[config.mk]
export PLATFORM = sky130hd
export DESIGN_NAME = mem_access_seq_flat
export DESIGN_NICKNAME = d
export VERILOG_FILES = /design/src/rtl/mem_access_seq_pkg.sv /design/src/rtl/mem_access_seq_if.sv /design/src/rtl/mem_wait_cnt.sv /design/src/rtl/mem_access_seq.sv /design/src/flat_wrapper.sv
export SDC_FILE = /design/constraint.sdc
export NUM_CORES = 1
export LEC_CHECK = 0
export BUFFER_PORTS_ARGS = -buffer_cell sky130_fd_sc_hd__buf_2
export CAP_MARGIN = 20
export CORE_AREA = 2 2 42 44
export DETAILED_ROUTE_END_ITERATION = 10
export DIE_AREA = 0 0 44 46
export PLACE_DENSITY_LB_ADDON = 0.2
export SLEW_MARGIN = 20
export SYNTH_ARGS = -nofsm -noshare
export SYNTH_HDL_FRONTEND = slang
export SYNTH_SLANG_ARGS = --single-unit
[constraint.sdc]
create_clock -name clk -period 2.2 [get_ports clk]
set_input_delay 0.33 -clock clk [delete_from_list [all_inputs] [get_ports clk]]
set_output_delay 0.33 -clock clk [all_outputs]
set_load 0.05 [all_outputs]
[src/rtl/mem_access_seq_pkg.sv]
// rtl/mem_access_seq_pkg.sv - shared types and encodings for the memory-access sequencer
package mem_seq_pkg;

    typedef enum logic [2:0] {
        IDLE       = 3'd0,
        ACCESS     = 3'd1,
        LATCH      = 3'd2,
        EXC_SAVE   = 3'd3,
        EXC_ACCESS = 3'd4,
        EXC_LOAD   = 3'd5
    } state_t;

    typedef enum logic [1:0] {
        FETCH = 2'd0,
        LOAD  = 2'd1,
        STORE = 2'd2
    } kind_t;

    localparam logic [2:0] SEL_ALU    = 3'b000;
    localparam logic [2:0] SEL_ALUOUT = 3'b001;
    localparam logic [2:0] SEL_V253   = 3'b010;
    localparam logic [2:0] SEL_V254   = 3'b011;
    localparam logic [2:0] SEL_V255   = 3'b100;

    localparam logic [1:0] CAUSE_NONE   = 2'b00;
    localparam logic [1:0] CAUSE_OPCODE = 2'b01;
    localparam logic [1:0] CAUSE_OVF    = 2'b10;
    localparam logic [1:0] CAUSE_DIV0   = 2'b11;

    // Each exception cause owns one fixed vector address at the top of memory.
    function automatic logic [2:0] vec_sel(input logic [1:0] cause);
        case (cause)
            CAUSE_OPCODE: vec_sel = SEL_V253;
            CAUSE_OVF:    vec_sel = SEL_V254;
            CAUSE_DIV0:   vec_sel = SEL_V255;
            default:      vec_sel = SEL_ALU;
        endcase
    endfunction

endpackage

[src/rtl/mem_access_seq_if.sv]
// rtl/mem_access_seq_if.sv - request/strobe bundle between main control and the sequencer
interface mem_access_seq_if;
    logic       req_fetch;
    logic       req_load;
    logic       req_store;
    logic       exc_opcode;
    logic       exc_ovf;
    logic       exc_div0;
    logic [2:0] iord_sel;
    logic       mem_wr;
    logic       ir_wr;
    logic       mdr_wr;
    logic       epc_wr;
    logic       pc_wr;
    logic       pc_src_exc;
    logic [1:0] cause;
    logic       busy;
    logic       done;

    modport master (
        output req_fetch, req_load, req_store, exc_opcode, exc_ovf, exc_div0,
        input  iord_sel, mem_wr, ir_wr, mdr_wr, epc_wr, pc_wr, pc_src_exc,
               cause, busy, done
    );

    modport slave (
        input  req_fetch, req_load, req_store, exc_opcode, exc_ovf, exc_div0,
        output iord_sel, mem_wr, ir_wr, mdr_wr, epc_wr, pc_wr, pc_src_exc,
               cause, busy, done
    );
endinterface

[src/rtl/mem_wait_cnt.sv]
// rtl/mem_wait_cnt.sv - loadable down-counter timing memory wait cycles
module mem_wait_cnt #(
    parameter int CNT_W = 4
) (
    input  logic             clk,
    input  logic             reset_n,
    input  logic             load,
    input  logic [CNT_W-1:0] load_val,
    input  logic             dec,
    output logic [CNT_W-1:0] count,
    output logic             last
);

    logic [CNT_W-1:0] cnt;

    // Load has priority; decrement saturates at zero.
    always_ff @(posedge clk or negedge reset_n) begin
        if (!reset_n) begin
            cnt <= '0;
        end else if (load) begin
            cnt <= load_val;
        end else if (dec && (cnt != '0)) begin
            cnt <= cnt - 1'b1;
        end
    end

    assign count = cnt;
    assign last  = (cnt == CNT_W'(1));

endmodule

[src/rtl/mem_access_seq.sv]
// rtl/mem_access_seq.sv - multicycle sequencer for fetch, load/store and exception-vector reads
module mem_access_seq
    import mem_seq_pkg::*;
#(
    parameter int MEM_LAT = 1,
    parameter int CNT_W   = 4
) (
    input  logic             clk,
    input  logic             reset_n,
    mem_access_seq_if.slave  bus
);

    state_t           state, state_nx;
    kind_t            kind;
    logic [1:0]       cause_q;
    logic             cnt_load, cnt_dec, cnt_last;
    logic [CNT_W-1:0] cnt;
    logic             exc_any, mem_any;
    logic [1:0]       exc_code;

    logic [2:0] iord_sel;
    logic       mem_wr, ir_wr, mdr_wr, epc_wr, pc_wr, pc_src_exc, done;

    assign exc_any = bus.exc_opcode | bus.exc_ovf | bus.exc_div0;
    assign mem_any = bus.req_fetch | bus.req_load | bus.req_store;

    // Only the highest-priority exception is ever recorded.
    always_comb begin
        exc_code = CAUSE_NONE;
        if (bus.exc_opcode)   exc_code = CAUSE_OPCODE;
        else if (bus.exc_ovf) exc_code = CAUSE_OVF;
        else if (bus.exc_div0) exc_code = CAUSE_DIV0;
    end

    mem_wait_cnt #(.CNT_W(CNT_W)) u_wait_cnt (
        .clk      (clk),
        .reset_n  (reset_n),
        .load     (cnt_load),
        .load_val (CNT_W'(MEM_LAT)),
        .dec      (cnt_dec),
        .count    (cnt),
        .last     (cnt_last)
    );

    // Next-state logic; requests are only looked at in IDLE.
    always_comb begin
        state_nx = state;
        cnt_load = 1'b0;
        cnt_dec  = 1'b0;
        case (state)
            IDLE: begin
                if (exc_any) begin
                    state_nx = EXC_SAVE;
                end else if (mem_any) begin
                    state_nx = ACCESS;
                    cnt_load = 1'b1;
                end
            end
            ACCESS: begin
                cnt_dec = 1'b1;
                if (cnt_last) state_nx = LATCH;
            end
            LATCH:    state_nx = IDLE;
            EXC_SAVE: begin
                state_nx = EXC_ACCESS;
                cnt_load = 1'b1;
            end
            EXC_ACCESS: begin
                cnt_dec = 1'b1;
                if (cnt_last) state_nx = EXC_LOAD;
            end
            EXC_LOAD: state_nx = IDLE;
            default:  state_nx = IDLE;
        endcase
    end

    // State register plus the access kind / cause captured at acceptance.
    always_ff @(posedge clk or negedge reset_n) begin
        if (!reset_n) begin
            state   <= IDLE;
            kind    <= FETCH;
            cause_q <= CAUSE_NONE;
        end else begin
            state <= state_nx;
            if (state == IDLE) begin
                if (exc_any) begin
                    cause_q <= exc_code;
                end else if (bus.req_load) begin
                    kind <= LOAD;
                end else if (bus.req_store) begin
                    kind <= STORE;
                end else if (bus.req_fetch) begin
                    kind <= FETCH;
                end
            end
        end
    end

    // Moore output decode: strobes depend only on registered state.
    always_comb begin
        iord_sel   = SEL_ALU;
        mem_wr     = 1'b0;
        ir_wr      = 1'b0;
        mdr_wr     = 1'b0;
        epc_wr     = 1'b0;
        pc_wr      = 1'b0;
        pc_src_exc = 1'b0;
        done       = 1'b0;
        case (state)
            ACCESS: begin
                iord_sel = (kind == FETCH) ? SEL_ALU : SEL_ALUOUT;
                // Write strobe only while the counter still holds its loaded value.
                mem_wr   = (kind == STORE) && (cnt == CNT_W'(MEM_LAT));
            end
            LATCH: begin
                iord_sel = (kind == FETCH) ? SEL_ALU : SEL_ALUOUT;
                ir_wr    = (kind == FETCH);
                mdr_wr   = (kind == LOAD);
                done     = 1'b1;
            end
            EXC_SAVE: begin
                iord_sel = vec_sel(cause_q);
                epc_wr   = 1'b1;
            end
            EXC_ACCESS: iord_sel = vec_sel(cause_q);
            EXC_LOAD: begin
                iord_sel   = vec_sel(cause_q);
                mdr_wr     = 1'b1;
                pc_src_exc = 1'b1;
                pc_wr      = 1'b1;
                done       = 1'b1;
            end
            default: ;
        endcase
    end

    assign bus.iord_sel   = iord_sel;
    assign bus.mem_wr     = mem_wr;
    assign bus.ir_wr      = ir_wr;
    assign bus.mdr_wr     = mdr_wr;
    assign bus.epc_wr     = epc_wr;
    assign bus.pc_wr      = pc_wr;
    assign bus.pc_src_exc = pc_src_exc;
    assign bus.cause      = cause_q;
    assign bus.busy       = (state != IDLE);
    assign bus.done       = done;

endmodule

[src/flat_wrapper.sv]
// flat-port wrapper written by rule: the top's interface ports become plain ports
module mem_access_seq_flat import mem_seq_pkg::*;
#(
    parameter int MEM_LAT = 1,
    parameter int CNT_W   = 4
)
  (clk, reset_n, bus_req_fetch, bus_req_load, bus_req_store, bus_exc_opcode, bus_exc_ovf, bus_exc_div0, bus_iord_sel, bus_mem_wr, bus_ir_wr, bus_mdr_wr, bus_epc_wr, bus_pc_wr, bus_pc_src_exc, bus_cause, bus_busy, bus_done);
  mem_access_seq_if bus_i ();
  input  logic clk;
  input  logic reset_n;
  input wire logic [$bits(bus_i.req_fetch)-1:0] bus_req_fetch;
  input wire logic [$bits(bus_i.req_load)-1:0] bus_req_load;
  input wire logic [$bits(bus_i.req_store)-1:0] bus_req_store;
  input wire logic [$bits(bus_i.exc_opcode)-1:0] bus_exc_opcode;
  input wire logic [$bits(bus_i.exc_ovf)-1:0] bus_exc_ovf;
  input wire logic [$bits(bus_i.exc_div0)-1:0] bus_exc_div0;
  output wire logic [$bits(bus_i.iord_sel)-1:0] bus_iord_sel;
  output wire logic [$bits(bus_i.mem_wr)-1:0] bus_mem_wr;
  output wire logic [$bits(bus_i.ir_wr)-1:0] bus_ir_wr;
  output wire logic [$bits(bus_i.mdr_wr)-1:0] bus_mdr_wr;
  output wire logic [$bits(bus_i.epc_wr)-1:0] bus_epc_wr;
  output wire logic [$bits(bus_i.pc_wr)-1:0] bus_pc_wr;
  output wire logic [$bits(bus_i.pc_src_exc)-1:0] bus_pc_src_exc;
  output wire logic [$bits(bus_i.cause)-1:0] bus_cause;
  output wire logic [$bits(bus_i.busy)-1:0] bus_busy;
  output wire logic [$bits(bus_i.done)-1:0] bus_done;
  assign bus_i.req_fetch = bus_req_fetch;
  assign bus_i.req_load = bus_req_load;
  assign bus_i.req_store = bus_req_store;
  assign bus_i.exc_opcode = bus_exc_opcode;
  assign bus_i.exc_ovf = bus_exc_ovf;
  assign bus_i.exc_div0 = bus_exc_div0;
  assign bus_iord_sel = bus_i.iord_sel;
  assign bus_mem_wr = bus_i.mem_wr;
  assign bus_ir_wr = bus_i.ir_wr;
  assign bus_mdr_wr = bus_i.mdr_wr;
  assign bus_epc_wr = bus_i.epc_wr;
  assign bus_pc_wr = bus_i.pc_wr;
  assign bus_pc_src_exc = bus_i.pc_src_exc;
  assign bus_cause = bus_i.cause;
  assign bus_busy = bus_i.busy;
  assign bus_done = bus_i.done;
  mem_access_seq #(.MEM_LAT(MEM_LAT), .CNT_W(CNT_W)) u_core (.clk(clk), .reset_n(reset_n), .bus(bus_i));
endmodule
# After elaboration in Yosys (flattened, before gate mapping)
# Index checks and enable logic that the tools add are counted.
# Widths: inputs -> output; s select.
# totals
register_bits,11
latchBits,0
ram_bits,0
romBits,0
input_bits,8
output_inout_bits,13
wordCells,65
n_memories,0
# classes
addsub,1
mul,0
n_div,0
n_lt_le_gt_ge,0
eq_ne,14
shift,0
muxes,26
n_bitwise,5
n_reduce_logical,15
# op_table
op,n
$mux 2,6
$mux 3,4
$pmux 3 s4,1
$mux 1,9
$pmux 3 s3,1
$mux 4,2
$eq 2x2->1 const B,3
$eq 3x2->1 const B,2
$eq 3x3->1 const B,2
$pmux 3 s2,1
$reduce_and 3->1,2
$reduce_bool 3->1,2
$reduce_or 2->1,3
$eq 2x1->1 const B,2
$eq 4x1->1 const B,1
$ne 2x1->1 const B,2
$or 1x1->1,4
$pmux 1 s2,2
$reduce_bool 4->1,1
$sub 4x1->4 const B,1
$eq 3x1->1 const B,1
$logic_not 3->1,1
$ne 3x1->1 const B,1
$reduce_or 3->1,1
other kinds (5),6

# Logic depth before layout (Yosys ltp)
# Gate-level depths: netlist of run 1.
# logic_depth
ltp_word,6
mapped_depth,6

# Cells and area by module
# A second synthesis of run 1 with hierarchy kept.
# hier_totals
cells_unflattened,92
area_unflattened_um2,838.3
# modules_own_cells
module,instances,cells_per_inst,area_per_inst_um2
mem_access_seq,1,63,555.5
mem_wait_cnt,1,29,282.8

# Least setup slack after synthesis of run 1
# OpenSTA, ideal clock, no wires.
# synth_path
kind,register to output
from,reg u_core.state[0]
to,out bus_mem_wr
arrival_time_ps,2272
t_required_ps,1870
setup_slack_ps,-402
path_stages_with_launch,4
path_buffers,1
cell_sequence,dfrtp_1 -> clkbuf_1 -> nand3b_1 -> nor4_1
# synth_via
elab_chain_cells,2
# synth_lines
element,line,source
"start, declared",mem_access_seq.sv:13,"state_t state, state_nx;"
"start signal, assigned",mem_access_seq.sv:84,state <= state_nx;
$eq 3x1->1,mem_access_seq.sv:109,case (state)
$mux 1,mem_access_seq.sv:109,
"end, declared",flat_wrapper.sv:18,output wire logic [$bits(bus_i.mem_wr)-1:0] bus_mem_wr;
# No other way between the ends.

# Worst setup path after layout of run 1
# layout_path
from,reg u_core.state[2]
to,out bus_iord_sel[1]
# layout_via
elab_chain_cells,3
word_cells_on_any_way,8
# layout_lines
element,line,source
"$eq 3x2->1, or another cell as far along",mem_access_seq.sv:109,
$reduce_or 3->1 (no line) / $reduce_or 2->1 (equally long branches),n/a,
$pmux 3 s2 *,mem_access_seq.sv:109,
"end, declared",flat_wrapper.sv:17,output wire logic [$bits(bus_i.iord_sel)-1:0] bus_iord_sel;
# Mark *: on every way between the ends. The rest lies on a longest branch, timed or not.

==> qor.yml, run 1 <==
status: "complete, no violations"
min_path_type: "in -> reg"
via_count: 642
worst_pin_slew_ns: 0.534
r2r-end: "u_core.kind[1]"
via_per_inst: 5.35
muxShareOfSynthArea: 0.0292
clock_latency_ns: 0.27
fmax_ghz: 0.512
cp_max_fo: 10
drive_gt1_frac: 0.301
r2r_setup_slack_ns: 0.48
grt_start_max_net_pins: 15
die_area_um2: 2020
finalSetupTns_ns: 0
synth.distinct_cells: 31
gp_congestion: 0.724
h-tree-depth: 1
grt_setup_unrepaired: "no"
postRouteAntennaNets: 0
antenna_cells: 0
synthXorXnorAreaFrac: 0.0481
yosys.area_share.simple: 0.275
critPathLaunch: "u_core.state[2]"
finalHoldViolCount: 0
root_buffer: "clkbuf_4"
grt_pass1_wl_um: 2580
clk_pin_slew_ns: 0.07
io_pins: 21
areaGrowthSynthToFinish_pct: 21.0
cts_setup_buffers: 0
synth_cells: 82
post-dp-hpwl_um: 1170
drt_iter0_markers: 5
setup_violations: 0
critPathCapture: "bus_iord_sel[1]"
finalCriticalPeriod_ns: 1.95
clk_path_buf_depth: 2
drc: 0
grt_usage: 0.183
synth_compound_area_frac: 0.137
ys_top_cells_by_area: "dfrtp_1 38%, ha_1 6.9%, nor2_1 4.6%, nor4_1 4.3%, xnor2_1 3.6%"
slew_viol_final: 0
critPathKind: "reg -> out"
slew_headroom: 0.641
cts_buffers: 3
ys_seq_area_frac: 0.378
max-cap-violations: 0
start_kind: "register"
die_w_um: 44
synth_top_family_by_area: "simple AND/OR/NAND/NOR gates"
grt_antenna_before_repair: 0
nets: 116
routed_wl_um: 1490
fin_worst_skew_ns: 0.00294
cp.arrival_ns: 1.62
wl_per_cell_um: 12.4
post-route-period-util: 0.887
reg2reg_from: "u_core.state[0]"
port_buffers: 20
cts.sink_count: 11
required_ns: 1.87
core_um2: 1610
netlist_area_um2: 728
ys_warn_count: 0
critPathCaptureType: "output pin"
syn_avg_cell_area_um2: 8.88
grt_pass1_vias: 546
yosys.area.top_type: "dfrtp_1"
cts_tree: "built"
reg2reg_depth: 4
rows: 15
die_y_um: 46
synthAdderAreaFrac: 0.0687
dr.pass1.iters: 4
grt_overflow: 0
syn_nets: 94
synth-seq-cells: 11
start_util: 0.451
yosys.area.top_type_share: 0.378
[worst max-delay path: stages (launching register included)]
cell      delay [ns]
dfrtp_1         0.51
nand3b_1        0.36
a21oi_1         0.20
buf_2           0.28
[registers in the layout (all words and copies together), names as in the netlist]
| register | cells |
|---|---|
| u_core.bus.cause | 2 |
| u_core.kind | 2 |
| u_core.u_wait_cnt.count | 4 |
| u_core.state | 3 |
[cells by family after synthesis]
kind of cell,after synthesis
AOI/OAI and AO/OA,15
xor gates and xnor gates,4
adders and majority gates,4
buffers and inverters,11
DFF,11
muxes,2
and+or+nand+nor,35
[cell type report]
| type | count | area, um2 |
|---|---|---|
| flip-flops and latches | 11 | 278 |
| clock buffers | 4 | 26.3 |
| multi-input cells | 60 | 419 |
| fillers | 160 | 733 |
| well taps | 17 | 21.3 |
| inverters | 7 | 26.3 |
| repair buffers | 21 | 110 |
[metrics by stage]
stage               utilization  setup slack (ns)  hold WS [ns]  instance area [um2]  std cells
floorplan                     -            0.0461        0.0344                  741         82
global route              0.546             0.126         0.306                  881        120
finish                    0.546             0.248         0.295                  881        120
CTS                       0.544             0.119         0.282                  878        120
global placement          0.522             0.424         0.218                  842        115
detailed placement        0.522             0.413         0.222                  842        115
[how the worst min path moves through the flow]
stage | startpoint | end | slack [ns] | cells after the start
floorplan | reset_n | u_core.bus.cause[0] | 0.03 | 0
global placement | reset_n | u_core.u_wait_cnt.count[0] | 0.22 | 1
detailed placement | reset_n | u_core.u_wait_cnt.count[0] | 0.22 | 1
CTS | bus_exc_opcode | u_core.bus.cause[1] | 0.28 | 2
global route | bus_exc_opcode | u_core.bus.cause[1] | 0.31 | 2
finish | bus_exc_opcode | u_core.bus.cause[1] | 0.29 | 2
[layer usage]
metal / wire [um] / global-route usage
met1: 664 / 0.222
met2: 738 / 0.291
met3: 67 / 0.0595
met4: 14 / 0.0909
met5: 0 / 0
[synth_stat cells]
cell type and instances:
mux2_1 1, nor3b_1 2, nor3_4 1, nand2_1 5, or3_1 1, nor4_1 5
a211oi_1 1, a21o_1 1, mux2i_1 1, a21boi_1 1, nand3b_1 2, nor2b_1 2
buf_4 1, a22o_1 1, buf_2 1, xor2_1 1, a32o_1 2, or4b_4 1
xnor2_1 3, nor2_1 9, dfrtp_1 11, ha_1 4, nand2b_1 2, clkbuf_1 2
nand3_1 2, inv_2 2, nor3_1 3, a21oi_1 5, inv_1 5, a2111oi_0 1
o21ai_0 3
[placed cells by master, fill, tap and decap left out, drive strengths merged, types with 2 or more instances in the layout]
cell    instances
nand2b          2
buf            20
nand3           2
ha              4
nor3            4
nand3b          2
xnor2           3
nand2           5
dfrtp          11
o21ai           3
nor3b           2
clkbuf          4
nor4            5
a21oi           5
nor2            9
a32o            2
nor2b           2
inv             7
[timing repair]
item,4_1_cts,5_1_grt
hold buffers,1,0
endpoints found under the setup margin,0,1
gates resized for setup,0,2
hold endpoints to repair,11,0
Power of run 1 is left out: the tool's default activity adds up to more than one toggle a clock period on the data nets, which glitch-free logic cannot reach.
==> inputs of run 2 (changes only) <==
--- a/config.mk
+++ b/config.mk
@@ -7,11 +7,12 @@
 export LEC_CHECK = 0
 export BUFFER_PORTS_ARGS = -buffer_cell sky130_fd_sc_hd__buf_2
 export CAP_MARGIN = 20
-export CORE_AREA = 2 2 42 44
+export CORE_AREA = 2 2 44 46
 export DETAILED_ROUTE_END_ITERATION = 10
-export DIE_AREA = 0 0 44 46
+export DIE_AREA = 0 0 46 48
 export PLACE_DENSITY_LB_ADDON = 0.2
 export SLEW_MARGIN = 20
 export SYNTH_ARGS = -nofsm -noshare
 export SYNTH_HDL_FRONTEND = slang
+export SYNTH_HIERARCHICAL = 1
 export SYNTH_SLANG_ARGS = --single-unit
==> run 2 against run 1 <==
Against the previous run:
- final area increased by 12%
- fmax shrank 2.0%
- non-clock buffer count up 1
- global-route usage grew 0.42 points
- critical endpoint is now bus_mem_wr
- routed wire length grew 23%
- flip-flop and latch count unchanged
- utilization rose by 3.7 points
- largest cell class unchanged
- register-to-register slack got worse by 0.16 ns
- setup slack worse by 0.040 ns
- critical path depth is 1 higher
==> qor.yml, run 2 <==
dr.pass1.iters: 4
synth-async-reset-ratio: 1.00
netlist_area_um2: 838
ys_warn_count: 6
critPathKind: "reg -> out"
slowest_delay_ns: 0.50
wl_per_cell_um: 13.9
r2r_setup_slack_ns: 0.32
critPathCaptureType: "output pin"
clock_latency_ns: 0.27
fmax_ghz: 0.502
via_count: 751
worstPathCellList: "nor2_1 -> nand4_1 -> nor4b_2 -> buf_2"
synth_compound_area_frac: 0.181
stdcell_count: 132
post-dp-hpwl_um: 1340
ys_top_cells_by_area: "dfrtp_1 33%, ha_1 6.0%, a21oi_1 4.2%, inv_1 3.6%, nand2_1 3.1%"
yosys.area.top_type: "dfrtp_1"
critPathLaunch: "u_core/state[2]"
cp_num_buf_inv: 1
finalHoldViolCount: 0
h-tree-depth: 1
min_path_type: "in -> reg"
synth_flop_cell: "dfrtp_1"
cp_max_fo: 9
fill_cells: 157
grt_overflow: 0
synth_cells: 92
synthAdderAreaFrac: 0.0597
grt_usage: 0.187
largest_register_ffs: 4
final_util: 0.583
synth_top_family_by_area: "simple AND/OR/NAND/NOR gates"
grt_antenna_before_repair: 0
antenna_cells: 0
clk_path_buf_depth: 2
root_buffer: "clkbuf_4"
cts.sink_count: 11
min_from: "bus_exc_opcode"
routed_wl_um: 1830
finalCriticalPeriod_ns: 1.99
port_buffers: 20
crit_family: "simple AND/OR/NAND/NOR gates"
crit_slowest_cell: "dfrtp_1"
setup_violations: 0
die_y_um: 48
nets: 128
drc: 0
muxShareOfSynthArea: 0.0418
synth_edf_count: 0
cts_tree: "built"
fin_worst_skew_ns: 0.000608
clk_pin_slew_ns: 0.07
drt_iter0_markers: 14
multiInputGateArea_um2: 514
dp.cells: 127
die_w_um: 46
yosys.area_share.simple: 0.279
final_cell_mix: "20 x buf_2, 11 x dfrtp_1, 8 x inv_1, 7 x a21oi_1, 7 x nand2_1"
grt_start_max_net_pins: 14
post-route-period-util: 0.906
synthXorXnorAreaFrac: 0.0104
slew_viol_final: 0
cts_buffers: 3
syn_avg_cell_area_um2: 9.11
core_um2: 1690
status: "complete, no violations"
io_pins: 21
seqCellArea_um2: 275
die_area_um2: 2210
gp_congestion: 0.741
max-cap-violations: 0
ys_seq_area_frac: 0.328
areaGrowthSynthToFinish_pct: 17.5
cts_resized: 0
postRouteAntennaNets: 0
synth_common_cells: "11 x dfrtp_1, 8 x inv_1, 7 x a21oi_1, 7 x nand2_1"
finalSetupTns_ns: 0
layout_commonest_cell: "buf_2"
grt_pass1_wl_um: 2860
drive_gt1_frac: 0.313
start_kind: "register"
cp.arrival_ns: 1.66
yosys.area.top_type_share: 0.328
yosysMostFrequentCell: "dfrtp_1"
start_util: 0.496
via_per_inst: 5.69
synth.distinct_cells: 44
required_ns: 1.87
rows: 15
grt_setup_unrepaired: "no"
reg2reg_from: "u_core/state[0]"
grt_pass1_vias: 643
synth-seq-cells: 11
run 2: timing repair:
item | in CTS | in global routing
hold buffers | 1 | 0
buffers inserted | 0 | 0
hold endpoints to repair | 11 | 0
run 2: cell families (layout without fill, tap and decap cells):
family / Yosys count / in the layout
simple gates: 35 / 35
compound gates: 23 / 23
buf+inv: 13 / 34
flops: 11 / 11
fa+ha+maj: 4 / 4
mux: 3 / 3
other cells: 2 / 4
xor+xnor: 1 / 1
run 2: metrics by stage:
stage | instance area (um2) | hold slack, ns | worst slack (ns)
2_1_floorplan | 866 | 0.0344 | 0.0621
3_3_place_gp | 948 | 0.220 | 0.431
3_5_place_dp | 948 | 0.221 | 0.353
4_1_cts | 985 | 0.255 | 0.185
5_1_grt | 985 | 0.274 | 0.0741
6_report | 985 | 0.264 | 0.208
run 2: layout make-up:
type                            instances  area share
Clock buffer                            4      0.0267
Sequential cell                        11       0.280
Tap cell                               17      0.0216
Inverter                                8      0.0305
Timing Repair Buffer                   22       0.119
Multi-Input combinational cell         70       0.522
run 2: per-layer routing:
| layer | GRT usage | vias to the layer above | wire [um] |
|---|---|---|---|
| li1 | - | 370 | - |
| met1 | 0.256 | 361 | 825 |
| met2 | 0.275 | 16 | 896 |
| met3 | 0.0377 | 4 | 80 |
| met4 | 0.103 | 0 | 29 |
| met5 | 0 | - | 0 |
run 2: worst paths after layout:
kind                       depth (start not counted)                    endpoint
setup / recovery                                   4                  bus_mem_wr
hold / removal                                     2         u_core/bus.cause[1]
setup reg to reg                                   5  u_core/u_wait_cnt/count[3]
hold reg to reg                                    1         u_core/bus.cause[0]
max in group asynchronous                          2  u_core/u_wait_cnt/count[3]
min in group asynchronous                          2              u_core/kind[0]
run 2: worst register-to-register path, stage by stage, from the launching register on:
cell and delay [ns]:
dfrtp_1 0.55, nor3_4 0.35, nand3_2 0.14, nand2_1 0.30, nor3_1 0.10, a221o_1 0.33
Power of run 2 is left out for the same reason.
